`config.mk`:
```
export PLATFORM = sky130hd
export DESIGN_NAME = add_sequencer
export DESIGN_NICKNAME = d
export VERILOG_FILES = /design/src/rtl/add_sequencer_pkg.sv /design/src/rtl/btn_step_sync.sv /design/src/rtl/add_sequencer.sv
export SDC_FILE = /design/constraint.sdc
export NUM_CORES = 1
export LEC_CHECK = 0
export ABC_CLOCK_PERIOD_IN_PS = 1500
export BUFFER_PORTS_ARGS = -buffer_cell sky130_fd_sc_hd__buf_4
export CAP_MARGIN = 20
export CORE_ASPECT_RATIO = 1.1
export CORE_MARGIN = 5
export CORE_UTILIZATION = 47
export DETAILED_ROUTE_END_ITERATION = 10
export PLACE_DENSITY = 0.75
export SETUP_SLACK_MARGIN = 0.2
export SLEW_MARGIN = 5
export SYNTH_ARGS = -nofsm -noshare
export SYNTH_HDL_FRONTEND = slang
export SYNTH_SLANG_ARGS = --single-unit
```
`constraint.sdc`:
```
create_clock -name clk -period 1.5 [get_ports clk]
set_input_delay 0.15 -clock clk [delete_from_list [all_inputs] [get_ports clk]]
set_output_delay 0.15 -clock clk [all_outputs]
set_load 0.01 [all_outputs]
```
`src/rtl/add_sequencer_pkg.sv`:
```
// Shared constants for the add sequencer: default operand width, synchronizer
// depth and the 2-bit FSM encoding that is also shown on the state LEDs.
package add_sequencer_pkg;

  localparam int unsigned ADD_WIDTH  = 3;
  localparam int unsigned SYNC_DEPTH = 2;

  typedef enum logic [1:0] {
    IDLE  = 2'b00,
    GOT_A = 2'b01,
    CALC  = 2'b10,
    SHOW  = 2'b11
  } seq_state_e;

endpackage

```
`src/rtl/btn_step_sync.sv`:
```
// Synchronizes the raw push-button and turns each press into a single-cycle
// registered step pulse, lagging the button edge by SYNC_STAGES+1 cycles.
module btn_step_sync #(
  parameter int unsigned SYNC_STAGES = 2
) (
  input  logic clk,
  input  logic rst_n,
  input  logic btn,
  output logic step
);

  logic [SYNC_STAGES-1:0] sync_q, sync_d;
  logic [SYNC_STAGES-1:0] fill_q, fill_d;
  logic                   prev_q, prev_d;
  logic                   arm_q, arm_d;
  logic                   step_q, step_d;
  logic                   btn_sync;

  assign btn_sync = sync_q[SYNC_STAGES-1];

  // NOTE: every variable written here gets a default first, so no latch is inferred.
  always_comb begin
    sync_d = (sync_q << 1) | SYNC_STAGES'(btn);
    fill_d = (fill_q << 1) | SYNC_STAGES'(1'b1);
    prev_d = btn_sync;
    // Arm only once a real, fully synchronized low has been seen after reset,
    // so a button held through reset release never produces a step.
    arm_d  = arm_q | (fill_q[SYNC_STAGES-1] & ~btn_sync);
    step_d = arm_q & btn_sync & ~prev_q;
  end

  // NOTE: sequential state uses non-blocking assignments only.
  always_ff @(posedge clk) begin
    if (!rst_n) begin
      sync_q <= '0;
      fill_q <= '0;
      prev_q <= 1'b0;
      arm_q  <= 1'b0;
      step_q <= 1'b0;
    end else begin
      sync_q <= sync_d;
      fill_q <= fill_d;
      prev_q <= prev_d;
      arm_q  <= arm_d;
      step_q <= step_d;
    end
  end

  assign step = step_q;

endmodule

```
`src/rtl/add_sequencer.sv`:
```
// Steps two switch operands into an external adder on button presses and
// captures the full sum (carry included) for display.
module add_sequencer
  import add_sequencer_pkg::*;
#(
  parameter int unsigned WIDTH       = ADD_WIDTH,
  parameter int unsigned SYNC_STAGES = SYNC_DEPTH
) (
  input  logic             clk,
  input  logic             rst_n,
  input  logic [WIDTH-1:0] data_in,
  input  logic             btn,
  input  logic             clr,
  output logic [WIDTH-1:0] op_a,
  output logic [WIDTH-1:0] op_b,
  input  logic [WIDTH-1:0] sum_s,
  input  logic             sum_cout,
  output logic [WIDTH:0]   result,
  output logic             result_valid,
  output logic             done,
  output logic [1:0]       state
);

  logic step;

  btn_step_sync #(
    .SYNC_STAGES(SYNC_STAGES)
  ) u_sync (
    .clk  (clk),
    .rst_n(rst_n),
    .btn  (btn),
    .step (step)
  );

  seq_state_e       state_q, state_d;
  logic [WIDTH-1:0] op_a_q, op_a_d;
  logic [WIDTH-1:0] op_b_q, op_b_d;
  logic [WIDTH:0]   result_q, result_d;
  logic             valid_q, valid_d;
  logic             done_q, done_d;

  always_ff @(posedge clk) begin
    if (!rst_n) state_q <= IDLE;
    else        state_q <= state_d;
  end

  always_comb begin
    state_d = state_q;
    if (clr) begin
      state_d = IDLE;
    end else begin
      case (state_q)
        IDLE:    if (step) state_d = GOT_A;
        GOT_A:   if (step) state_d = CALC;
        CALC:    state_d = SHOW;
        SHOW:    if (step) state_d = GOT_A;
        default: state_d = IDLE;
      endcase
    end
  end

  // Datapath next-state; a step arriving in CALC falls through untouched.
  always_comb begin
    op_a_d   = op_a_q;
    op_b_d   = op_b_q;
    result_d = result_q;
    done_d   = 1'b0;
    if (clr) begin
      op_a_d   = '0;
      op_b_d   = '0;
      result_d = '0;
    end else begin
      case (state_q)
        IDLE, SHOW: if (step) op_a_d = data_in;
        GOT_A:      if (step) op_b_d = data_in;
        CALC: begin
          result_d = {sum_cout, sum_s};
          done_d   = 1'b1;
        end
        default: ;
      endcase
    end
    valid_d = (state_d == SHOW);
  end

  always_ff @(posedge clk) begin
    if (!rst_n) begin
      op_a_q   <= '0;
      op_b_q   <= '0;
      result_q <= '0;
      valid_q  <= 1'b0;
      done_q   <= 1'b0;
    end else begin
      op_a_q   <= op_a_d;
      op_b_q   <= op_b_d;
      result_q <= result_d;
      valid_q  <= valid_d;
      done_q   <= done_d;
    end
  end

  assign op_a         = op_a_q;
  assign op_b         = op_b_q;
  assign result       = result_q;
  assign result_valid = valid_q;
  assign done         = done_q;
  assign state        = state_q;

endmodule

```
=== Word level (Yosys, flattened, before mapping) ===
Cells that the tools add are included.

* Word-level logic and storage cells: 35
* Output and inout bits: 14
* Register bits after elaboration: 21

* Bitwise gates (word level): 8
* Multiplexer cells: 6
* Reductions and logical operators: 5
* Equal/unequal tests: 4

{| class="wikitable"
|+ Operators by type and width
! cell !! count
|-
| $eq A2 B2 Y1 const B || 3
|-
| $mux W2 || 3
|-
| $pmux W2 S3 || 1
|-
| $reduce_and A2 Y1 || 2
|-
| $reduce_or A2 Y1 || 2
|-
| $and A1 B1 Y1 || 3
|-
| $not A1 Y1 || 3
|-
| $eq A2 B1 Y1 const B || 1
|-
| $logic_not A2 Y1 || 1
|-
| $mux W1 || 2
|-
| $or A2 B1 Y2 || 1
|-
| $or A1 B1 Y1 || 1
|}

=== Longest topological paths before layout ===
* Word-level depth: 5
* Depth in mapped cells: 6

=== Cells and area by module ===
From an unflattened synthesis, not the netlist that was laid out.

* Cells, all modules: 78
* Area total of the unflattened synthesis: 778.2 um2

{| class="wikitable"
|+ Modules (own cells, without submodules)
! module !! area each (um2) !! cells each !! times used
|-
| add_sequencer || 584.3 || 64 || 1
|-
| btn_step_sync || 193.9 || 14 || 1
|}

=== Least setup slack after synthesis ===
No wires, ideal clock.

* Kind: flip-flop to flip-flop
* From: register state_q[0], in the netlist state[0]
* To: register valid_q, in the netlist result_valid
* Path slack: 70 ps
* Buffers on the path: 0
* Library setup time: 66 ps
* Arrival: 1364 ps
* Period minus slack after synthesis: 1430 ps
* Cell stages (with the launch flop): 6
* Path through: dfxtp_1 > inv_1 > ha_1 > o21ai_2 > a221oi_2 > a21boi_2

* Cells in the longest elaborated chain, start to end: 5
* Elaborated cells on any way between the ends: 10
* Classes of those cells: eq/ne (4); mux (4); reduce/logical (2)

{| class="wikitable"
|+ Ends and longest elaborated chain
! item !! RTL line !! RTL
|-
| start, declared || add_sequencer.sv:35 || <nowiki>seq_state_e state_q, state_d;</nowiki>
|-
| start signal, assigned || add_sequencer.sv:44 || <nowiki>else state_q <= state_d;</nowiki>
|-
| $eq A2 B2 Y1 / $logic_not A2 Y1 (equally long branches) || add_sequencer.sv:52 || <nowiki>case (state_q)</nowiki>
|-
| $reduce_or A2 Y1 (no line) || -- ||
|-
| $pmux W2 S3 (*) || add_sequencer.sv:52 ||
|-
| $mux W2 (*) || add_sequencer.sv:49 || <nowiki>if (clr) begin</nowiki>
|-
| $eq A2 B2 Y1 (*) || add_sequencer.sv:83 || <nowiki>valid_d = (state_d == SHOW);</nowiki>
|-
| end signal, assigned || add_sequencer.sv:97 || <nowiki>valid_q <= valid_d;</nowiki>
|-
| end, declared || add_sequencer.sv:39 || <nowiki>logic valid_q, valid_d;</nowiki>
|}

Every way passes the cells marked *; elsewhere a longest branch is shown, timed or not.
A chain may end at the register's enable or synchronous reset.

=== Worst setup path after layout ===
Same ends and word-level chain as after synthesis.

==> summary.md <==
| Metric | Value |
|---|---|
| Status | `finished clean` |
| Switching part of the total | `0.211` |
| CP peak stage delay | `approximately 0.37 ns` |
| Setup crit end kind | `flip-flop` |
| Netlist cell types | `21` |
| First-pass GRT wire length | `about 2.4 mm` |
| Switching Power | `around 0.00019 W` |
| Max-cap violations | `0` |
| I/O pins | `25` |
| Peak Freq | `0.799 GHz` |
| CP Class | `flip-flop to flip-flop` |
| Final #Nets | `~120` |
| Clk sinks | `21` |
| Number of flops mapped to enable cells by yosys | `0` |
| Drc violations | `0` |
| Die height | `roughly 52 µm` |
| Clock Path Buffers | `2` |
| Syn_nets | `90` |
| Final Cycle Share | `0.835` |
| Die ar. | `between 2000 and 3000 µm²` |
| Crit path cell chain | `inv_2, ha_4, o21ai_2, a221oi_2, a21boi_2` |
| Core area | `between 1500 and 2000 µm²` |
| Routed via count | `around 620` |
| Hold Crit Class | `primary input to flip-flop` |
| Pwr per Cell Area | `840 nW/µm²` |
| Final total power | `approximately 0.00088 W` |
| Ant diodes | `0` |
| Share of cells above drive strength 1 | `0.393` |
| Initial antenna violation count | `0` |
| Drt first-iter violations | `6` |
| Detailed-route vias per instance | `4.99` |
| Pleak | `between 0.4 and 0.5 nW` |
| RSZ-0062 raised after global routing | `yes` |
| CP delay by family, top | `compound AO/OA/AOI/OAI gates` |
| WP buf/inv | `1` |
| Mean Syn Cell Area | `9.99 µm²` |
| Startpoint types | `flip-flop` |
| Non-filler cells, final | `124` |
| Mapped cell area | `roughly 760 µm²` |
| P&R area growth vs syn | `38.2%` |
| RePlAce Congestion | `0.768` |
| Num CTS Buffers | `3` |
| Synth Instances | `76` |
| CTS tree | `done` |
| Initial DRT Pass Iterations | `3` |
| # rows | `15` |
| Post-DP HPWL | `approximately 1.1 mm` |
| Worst-case reg-to-reg path depth | `5` |
| Final count of hold timing violations | `0` |
| Reg2Reg Setup Slack | `between 0.2 and 0.25 ns` |
| Final setup fails | `0` |
| Relative slew margins | `0.726` |
| Largest net degree at the start of global routing | `13` |
| Seq pwr share | `0.644` |
| Worst-Skew Late Latency | `about 0.30 ns` |
| Gr usage total | `0.121` |
| Top_reg_cell synth | `dfxtp_1` |
| Total routed wirelength | `between 1.5 and 2 mm` |
| Max FO, Critical Path | `4` |
| Initial Utilization | `0.488` |
| Antenna-violating nets left | `0` |
| Min Tclk post-route | `approximately 1.3 ns` |
| Die span in x | `~48 µm` |
| Setup TNS Final | `0 ns` |
| Asr flop ratio synth | `0` |
| Cell internal pwr | `roughly 0.00070 W` |
| Seq/Total Area, Yosys | `0.554` |
| Reg2reg end | `result_valid` |
| Clk slew on worst S/H paths | `~0.11 ns` |
| Warnings from Yosys | `0` |
| Fill cell count | `approximately 130` |
| Cell with the largest stage delay on the worst path | `dfxtp_4` |
| Post-placement setup slack | `0.153 ns` |
| Reg-to-reg startpoint | `state[0]` |
| DR WL/cell | `between 10 and 15 µm` |
| Actual slew at the worst max-slew pin | `0.410 ns` |
| Area post-placement | `966 µm²` |
| Worst endpoint data arrival time | `between 1 and 1.5 ns` |
| Final setup margin | `~0.25 ns` |
| Finished Cell Area | `around 1000 µm²` |
| Required time worst endpoint | `about 1.7 ns` |
| Hold worst-path end | `u_sync.sync_q[0]` |
| VDD IR max | `about 0.00068 V` |
| GRT Residual Overflow | `0` |
| DP Cell Count | `115` |
| FF+latch count, synth | `21` |
| Clk root buf | `clkbuf_4` |
| Vias in the first global route | `578` |
| Hold path depth | `2` |
| H-tree levels | `1` |
| Clk pwr share | `0.296` |
| Hold Crit Start | `btn` |
| Gate power share | `0.059` |
| Number of max-slew violations in the final report | `0` |
| Layout Skew | `about 0.0046 ns` |
| Port Buf Inserts | `24` |
-- how the worst max path moves through the flow --
stage	from	to	cells after the start	slack (ns)
floorplan	state[0]	result_valid	5	0.21
CTS	state[0]	result_valid	5	0.20
finish	state[0]	result_valid	5	0.25
global route	state[0]	result_valid	5	0.18
detailed placement	state[0]	result_valid	5	0.15
global placement	state[0]	result_valid	5	0.20
-- cell usage after synthesis (all sizes together), types with 2 or more instances --
master   n  area share
nand2b   3       0.025
and2     4       0.033
nor2b    2       0.020
dfxtp   21        0.55
nor2     6       0.030
mux2i    4       0.053
inv      3       0.015
nand3    6       0.040
a21oi    7       0.046
ha       3       0.049
nand2    8       0.040
buf      2       0.016
-- stage by stage --
step                hold WS (ns)   util
floorplan                  0.178      -
global placement           0.300  0.620
detailed placement         0.300  0.620
CTS                       0.0476  0.655
global route              0.0404  0.674
finish                    0.0502  0.674
-- power by group through the flow --
stage / combinational [W] / sequential [W] / clock (W)
after floorplan: 0.0000189 / 0.000582 / 0
after global placement: 0.0000465 / 0.000583 / 0
after detailed placement: 0.0000478 / 0.000583 / 0
after CTS: 0.0000511 / 0.000568 / 0.000271
after global routing: 0.0000572 / 0.000570 / 0.000299
final: 0.0000520 / 0.000568 / 0.000262
-- cells in the final DEF, fill, tap and decap left out, drive strengths merged, types with 3 or more instances in the layout --
cell	count
buf	29
dfxtp	21
nand2	8
a21oi	7
nand3	6
nor2	6
mux2i	4
and2	4
nand2b	3
clkbuf	3
inv	3
ha	3
-- what timing repair did --
item / in CTS / in global routing
resized for setup: 1 / 4
buffers inserted: 2 / 2
cloned: 0 / 0
pin swaps: 0 / 2
setup endpoints to repair: 2 / 2
hold buffers: 1 / 0
endpoints found under the hold margin: 1 / 0
-- metal layers --
metal / GRT usage / vias to the layer above / routed length [µm]
li1: - / 315 / -
met1: 0.132 / 287 / 611
met2: 0.209 / 15 / 791
met3: 0.0344 / 2 / 101
met4: 0.0691 / 0 / 8
met5: 0 / - / 0
-- flip-flops by register name, summed over array words and instances, names as in the netlist --
name and flops:
result 4, op_b 3, u_sync.arm_q 1, u_sync.step 1, u_sync.sync_q 2, result_valid 1
done 1, u_sync.fill_q 2, op_a 3, u_sync.prev_q 1, state 2
-- logic make-up after synthesis --
family,count (synthesis),synth area share
AND/OR/NAND/NOR,30,0.198
flip-flops,21,0.554
buffers and inverters,6,0.0362
multiplexers,4,0.0527
adder cells (fa/ha/maj),3,0.0494
AO/OA/AOI/OAI,12,0.110
-- final cells by class --
cell class,instances,area (µm²),area share
multi-input combinational,49,337,0.321
tap,17,21.3,0.0203
timing repair buffer,30,228,0.217
inverter,3,11.3,0.0107
clock inverter,1,5.00,0.00477
sequential,21,425,0.405
clock buffer,3,22.5,0.0215
Note: power is estimated with default switching activity, not from simulation.
